[src/rtl/mem_port_arbiter.sv]
// Arbiter for the shared I/D memory port: starvation guard, lock/drain, latency-matched response routing.
// Optional build macro ARB_PERF_CNT_EN adds grant and conflict performance counters.
module mem_port_arbiter #(
    parameter int AWIDTH       = 32,
    parameter int DWIDTH       = 32,
    parameter int MEM_LAT      = 1,
    parameter int STARVE_LIMIT = 4
) (
    input  logic              clk,
    input  logic              rst,
    input  logic              i_req_i,
    input  logic [AWIDTH-1:0] i_addr_i,
    output logic              i_gnt_o,
    output logic              i_rvalid_o,
    output logic [DWIDTH-1:0] i_rdata_o,
    input  logic              d_req_i,
    input  logic              d_we_i,
    input  logic [AWIDTH-1:0] d_addr_i,
    input  logic [DWIDTH-1:0] d_wdata_i,
    input  logic              d_lock_i,
    output logic              d_gnt_o,
    output logic              d_rvalid_o,
    output logic [DWIDTH-1:0] d_rdata_o,
    output logic              lock_o,
    output logic [AWIDTH-1:0] mem_addr_o,
    output logic [DWIDTH-1:0] mem_data_o,
    output logic              mem_read_en_o,
    output logic              mem_write_en_o,
`ifdef ARB_PERF_CNT_EN
    output logic [31:0]       perf_i_gnt_o,
    output logic [31:0]       perf_d_gnt_o,
    output logic [31:0]       perf_conflict_o,
`endif
    input  logic [DWIDTH-1:0] mem_data_i
);

    typedef enum logic [1:0] {ARB, DRAIN, LOCKED} state_e;

    localparam logic [1:0] TAG_NONE = 2'd0;
    localparam logic [1:0] TAG_I    = 2'd1;
    localparam logic [1:0] TAG_D    = 2'd2;

    localparam int SW = $clog2(STARVE_LIMIT + 2);
    localparam logic [SW-1:0] LIMIT = SW'(STARVE_LIMIT);

    state_e                   state_q, state_d;
    logic [SW-1:0]            starve_q, starve_d;
    logic [MEM_LAT-1:0][1:0]  tag_q, tag_d;
    logic [1:0]               new_tag;
    logic                     i_busy;

    // Grants are forced low while reset is held so every output reads 0.
    always_comb begin
        i_gnt_o = 1'b0;
        d_gnt_o = 1'b0;
        if (rst) begin
            case (state_q)
                ARB: begin
                    if (i_req_i && d_req_i) begin
                        if (starve_q == LIMIT) i_gnt_o = 1'b1;
                        else                   d_gnt_o = 1'b1;
                    end else begin
                        i_gnt_o = i_req_i;
                        d_gnt_o = d_req_i;
                    end
                end
                default: d_gnt_o = d_req_i;
            endcase
        end
    end

    always_comb begin
        mem_addr_o     = '0;
        mem_data_o     = '0;
        mem_read_en_o  = 1'b0;
        mem_write_en_o = 1'b0;
        if (d_gnt_o) begin
            mem_addr_o     = d_addr_i;
            mem_data_o     = d_we_i ? d_wdata_i : '0;
            mem_read_en_o  = ~d_we_i;
            mem_write_en_o = d_we_i;
        end else if (i_gnt_o) begin
            mem_addr_o    = i_addr_i;
            mem_read_en_o = 1'b1;
        end
    end

    // An I grant made this cycle counts as in flight, so lock never overtakes it.
    always_comb begin
        i_busy = i_gnt_o;
        for (int k = 0; k < MEM_LAT; k++) begin
            if (tag_q[k] == TAG_I) i_busy = 1'b1;
        end
    end

    always_comb begin
        new_tag = TAG_NONE;
        if (d_gnt_o && !d_we_i) new_tag = TAG_D;
        else if (i_gnt_o)       new_tag = TAG_I;
        tag_d    = tag_q;
        tag_d[0] = new_tag;
        for (int k = 1; k < MEM_LAT; k++) begin
            tag_d[k] = tag_q[k-1];
        end
    end

    always_comb begin
        starve_d = starve_q;
        if (state_q == ARB) begin
            if (i_gnt_o || !i_req_i)
                starve_d = '0;
            else if (d_gnt_o && starve_q != LIMIT)
                starve_d = starve_q + SW'(1);
        end
    end

    always_comb begin
        state_d = state_q;
        case (state_q)
            ARB: begin
                if (d_lock_i) state_d = i_busy ? DRAIN : LOCKED;
            end
            DRAIN: begin
                if (!d_lock_i)    state_d = ARB;
                else if (!i_busy) state_d = LOCKED;
            end
            LOCKED: begin
                if (!d_lock_i) state_d = ARB;
            end
            default: state_d = ARB;
        endcase
    end

    always_ff @(posedge clk or negedge rst) begin
        if (!rst) begin
            state_q  <= ARB;
            starve_q <= '0;
            tag_q    <= '0;
        end else begin
            state_q  <= state_d;
            starve_q <= starve_d;
            tag_q    <= tag_d;
        end
    end

    assign lock_o     = (state_q == LOCKED);
    assign i_rvalid_o = rst && (tag_q[MEM_LAT-1] == TAG_I);
    assign d_rvalid_o = rst && (tag_q[MEM_LAT-1] == TAG_D);
    assign i_rdata_o  = i_rvalid_o ? mem_data_i : '0;
    assign d_rdata_o  = d_rvalid_o ? mem_data_i : '0;

`ifdef ARB_PERF_CNT_EN
    logic [31:0] perf_i_q, perf_i_d;
    logic [31:0] perf_d_q, perf_d_d;
    logic [31:0] perf_c_q, perf_c_d;
    logic        conflict;

    always_comb begin
        conflict = (i_req_i & ~i_gnt_o) | (d_req_i & ~d_gnt_o);
        perf_i_d = perf_i_q + 32'(i_gnt_o);
        perf_d_d = perf_d_q + 32'(d_gnt_o);
        perf_c_d = perf_c_q + 32'(conflict);
    end

    always_ff @(posedge clk or negedge rst) begin
        if (!rst) begin
            perf_i_q <= '0;
            perf_d_q <= '0;
            perf_c_q <= '0;
        end else begin
            perf_i_q <= perf_i_d;
            perf_d_q <= perf_d_d;
            perf_c_q <= perf_c_d;
        end
    end

    assign perf_i_gnt_o    = perf_i_q;
    assign perf_d_gnt_o    = perf_d_q;
    assign perf_conflict_o = perf_c_q;
`endif

endmodule

[config.mk]
export PLATFORM = sky130hd
export DESIGN_NAME = mem_port_arbiter
export DESIGN_NICKNAME = d
export VERILOG_FILES = /design/src/rtl/mem_port_arbiter.sv
export SDC_FILE = /design/constraint.sdc
export NUM_CORES = 1
export LEC_CHECK = 0
export CAP_MARGIN = 10
export CORE_AREA = 4 4 102 104
export DETAILED_ROUTE_END_ITERATION = 8
export DIE_AREA = 0 0 106 108
export MAX_ROUTING_LAYER = met4
export PLACE_DENSITY_LB_ADDON = 0.08
export SLEW_MARGIN = 20
export SYNTH_ARGS = -nofsm -noshare
export SYNTH_HDL_FRONTEND = slang
export SYNTH_SLANG_ARGS = --single-unit
[constraint.sdc]
create_clock -name clk -period 1.9 [get_ports clk]
set_clock_uncertainty 0.2 [all_clocks]
set_input_delay 0.38 -clock clk [delete_from_list [all_inputs] [get_ports clk]]
set_output_delay 0.38 -clock clk [all_outputs]
set_load 0.1 [all_outputs]
# Word level (Yosys, flattened, before mapping)
# Index checks and enable logic that the tools add are counted.
[totals] ff_bits=7 in_bits=134 elab_cells=54
[op_classes] addsub=1 eq_ne=9 n_mux=28 bitwise=1 reduce_logical=12
[ops] operator="2-to-1 mux 32 bit" count=6
[ops] operator="2-to-1 mux 1 bit" count=13
[ops] operator="2-to-1 mux 2 bit" count=6
[ops] operator="2-to-1 mux 3 bit" count=2
[ops] operator="!= test 3 bit, second input constant" count=2
[ops] operator="one-hot mux 2 bit (3 select lines)" count=1
[ops] operator="logical AND 1 bit" count=5
[ops] operator="== test 2 x 1 -> 1 bit, second input constant" count=2
[ops] operator="== test 2 bit, second input constant" count=2
[ops] operator="!= test 2 bit, second input constant" count=2
[ops] operator="adder 3 x 1 -> 3 bit, second input constant" count=1
[ops] operator="== test 3 bit, second input constant" count=1
[ops] operator="AND reduction 3 bit" count=1
[ops] operator="logical NOT 1 bit" count=2
[ops] operator="logical NOT 2 bit" count=1
[ops] operator="AND reduction 2 bit" count=1
[ops] operator="nonzero test 2 bit" count=1
[ops] operator="logical OR 1 bit" count=1
[ops] operator="inverter 1 bit" count=1

# Longest topological paths before layout
[logic_depth] ltp_word=9 ltp_mapped=7

# Worst setup path before layout
# Ideal clock, no wire load.
[synth_path] path_type="register to output" from="register tag_q[1] (netlist bit)" to="output port i_rdata_o[22]" arrival_time_ps=2566 slack_ps=-1246 stages_incl_launch_ff=5 cell_sequence="dfrtp_1 > nand2b_1 > nor2_1 > clkbuf_1 > and2_1"
[synth_via] elab_chain_len=3
[synth_lines] item="start: declaration" line="48" source="logic [MEM_LAT-1:0][1:0] tag_q, tag_d;"
[synth_lines] item="start signal: assignment" line="142" source="tag_q <= tag_d;"
[synth_lines] item="== test 2 x 1 -> 1 bit" line="147" source="assign i_rvalid_o = rst && (tag_q[MEM_LAT-1] == TAG_I);"
[synth_lines] item="logical AND 1 bit" line="147"
[synth_lines] item="net i_rvalid_o" line="14" source="output logic i_rvalid_o,"
[synth_lines] item="2-to-1 mux 32 bit" line="149" source="assign i_rdata_o = i_rvalid_o ? mem_data_i : '0;"
[synth_lines] item="end: declaration" line="15" source="output logic [DWIDTH-1:0] i_rdata_o,"
# The timed path passes the listed nets, and every way through them passes these cells.

# Worst setup path after layout
[layout_path] from="register state_q[1]" to="output port mem_addr_o[15]"
[layout_via] elab_chain_len=5 elab_cells_between_ends=7 cone_classes="6 x mux; 1 x reduce/logical"
[layout_lines] item="start: declaration" line="46" source="state_e state_q, state_d;"
[layout_lines] item="start signal: assignment" line="140" source="state_q <= state_d;"
[layout_lines] item="logical NOT 2 bit (*)" line="57" source="case (state_q)"
[layout_lines] item="2-to-1 mux 1 bit" line="57"
[layout_lines] item="2-to-1 mux 1 bit" line="56" source="if (rst) begin"
[layout_lines] item="2-to-1 mux 32 bit" line="82" source="end else if (i_gnt_o) begin"
[layout_lines] item="2-to-1 mux 32 bit (*)" line="77" source="if (d_gnt_o) begin"
[layout_lines] item="end: declaration" line="25" source="output logic [AWIDTH-1:0] mem_addr_o,"
# Every way passes the cells marked *; elsewhere a longest branch is shown, timed or not.

==> metrics.txt <==
CTS root buf=clkbuf_8; area of the core=9550 um2; Die Area=11400 um2; # DRC=0; Final ANT Viol Nets=0; Sw Ratio=between 40% and 50%; YS warnings=0; Fmax=415 MHz; crit path time final=2.41 ns; dpl ws=-0.730 ns; vias in the first global route=3047; Netlist Area Pre-Place=between 1000 and 1500 um2; Gate Count Post-Synth=189; WP data arrival=approximately 1.8 ns; share of synthesized registers carrying an async set or reset=100%; CTS Buffer Depth=2; grt ovf=0; # rows=36; Ports=269; Reg area=175 um2; ranking of synthesized cells by area=and2_1, a22o_1, and3_1; first-pass GRT wire length=18100 um; ys flop type=dfrtp_1; # Max-Cap Violations=0; sequential group share of total power=6.7%; post-synthesis mux area share=less than 1%; hold_buf cts=0; Switch Pwr=between 1 and 1.5 mW; PD cells=383 nW/um2; worst slew pin tran=roughly 0.34 ns; Rel. slew slack=between 70 and 80%; most frequent cells in the layout=buf_12, clkdlybuf4s50_1, and2_4; Final HPWL DP=9900 um; adder-cell share of the synthesized area=1.77%; final hold vios=0; WL final=12700 um; fillers=620; die extent in y=108 um; Routed WL per cell=between 20 and 25 um; Synth Area in Compound Gates=between 20 and 30%; routing usage on met2=41.7%; Yosys top cell by area=and2_1; Seq/Total Area, Yosys=12.4%; Inserted Clock Buffers=3; # clock sinks=7; commonest non-fill, non-tap cell in the layout=buf_12; Final Net Count=around 640; Yosys reg bits=7; area of the multi-input gates=1780 um2; top cell type's share of synthesized area=29.3%; drt pass-1 iters=4; CP Launch Type=flop; final worst-path setup slack=-0.510 ns; n_diodes=0; CP Class=flop to primary output; Iter 0 DRT Violations=89; maximum vdd ir drop=0.283 mV; main combinational cell family by area after synthesis=simple AND/OR/NAND/NOR gates; pin count of the biggest net entering global routing=26; met3 usage=5.55%; initial cell density of the core=14.8%; Synth Area in XOR/XNOR=0%; Final Setup Violations=between 100 and 150; share of layout cells above drive strength 1=68.2%; Avg Vias per Cell=roughly 4.3; Synth Area in Simple Gates=between 40% and 50%; CTS tree=done; via count=roughly 2700; Synth-to-Final Area Change=408%; M1 GR Usage=21.4%; Post-Syn Nets=about 330; status=finished with violations; Worst EP required=1.32 ns; CTS H-tree depth=1; CP Max Fanout=8; CTS clock-pin slew for the worst setup and hold paths=0.04 ns; EDFF count, synth=0; die width=roughly 110 um; gr busiest metal=met2; Avg Cell Area, Syn=7.47 um2; Buffers on Ports=268; worst min path class=primary input to async pin; RSZ-0062 raised after global routing=yes; worst skew pair latency=0.22 ns; total power draw=2.74 mW; Critical Path End Type=primary output; GR Util All Layers=21.2%; RePlAce Congestion=0.765; Logic pwr share=85.8%; internal power=1.39 mW; Leak Pwr=3.03 nW; initial antenna violation count=0; synth unique cells=28; final period utilization=127%; violated checks=negative setup slack; fin. max-slew vios=0; Clock Power Share=7.5%
[layout make-up]
class	count	area share, %
clock buffers	4	0.628
well taps	133	2.32
flip-flops and latches	7	2.44
multi-input cells	155	24.8
repair buffers	326	69.2
inverters	8	0.594
[power by group through the flow]
stage	Combinational [mW]	Sequential, mW	Clock, mW
4_1_cts	2.34	0.183	0.215
3_5_place_dp	2.17	0.183	0
5_1_grt	2.43	0.184	0.232
3_3_place_gp	2.15	0.182	0
2_1_floorplan	1.19	0.186	0
6_report	2.36	0.183	0.206
[per-layer routing]
layer | routed length [um] | share of wire [%]
met4 | 72 | 0.57
met3 | 1040 | 8.1
met1 | 4390 | 34
met2 | 7230 | 57
met5 | 0 | 0
[path summary, 6_finish.rpt]
path	from	end	slack (ns)	cells after the start
worst max-delay path	state_q[1]	mem_addr_o[15]	-0.51	6
worst min-delay path	rst	starve_q[2]	0.10	4
worst max register to register	state_q[0]	starve_q[0]	0.15	4
worst min register to register	starve_q[1]	starve_q[1]	0.42	2
max in group asynchronous	rst	starve_q[0]	1.28	4
min in group clk	starve_q[1]	starve_q[1]	0.42	2
[critical path, cell delays in order, from the launching register on]
cell,delay [ns]
dfrtp_1,0.41
nor3b_4,0.27
a31oi_4,0.16
buf_12,0.19
buf_16,0.14
a22o_4,0.26
buf_12,0.16
[stage by stage]
| stage | instances | util, % | instance area (um2) | setup TNS [ns] | hold slack (ns) |
|---|---|---|---|---|---|
| floorplan | 189 | - | 2110 | -12.04 | -0.116 |
| global placement | 596 | 67.0 | 6390 | -81.42 | 0.399 |
| detailed placement | 596 | 67.0 | 6390 | -84.55 | 0.403 |
| CTS | 632 | 74.8 | 7140 | -47.43 | 0.0983 |
| global route | 633 | 75.1 | 7170 | -49.56 | 0.115 |
| finish | 633 | 75.1 | 7170 | -40.51 | 0.101 |
[cells by family after synthesis]
group,Yosys count
simple gates,108
compound gates,44
buf+inv,27
flops,7
fa+ha+maj,2
mux,1
[synth_stat cells, drive strengths merged (2+ instances only)]
cell type	n
and2	66
a22o	33
and3	32
clkbuf	13
inv	8
dfrtp	7
buf	6
ha	2
nor2	2
nor2b	2
nor3b	2
o21ai	2
o31ai	2
[timing repair]
action,4_1_cts,5_1_grt
setup buffers,20,5
gates resized for setup,84,10
setup endpoints to repair,135,134
pin swaps,48,28
gates cloned,13,5
[sequential cells by signal (all words and copies together) (netlist names)]
| signal | count |
|---|---|
| state_q | 2 |
| tag_q | 2 |
| starve_q | 3 |
Power figures use the tool's default switching activity.
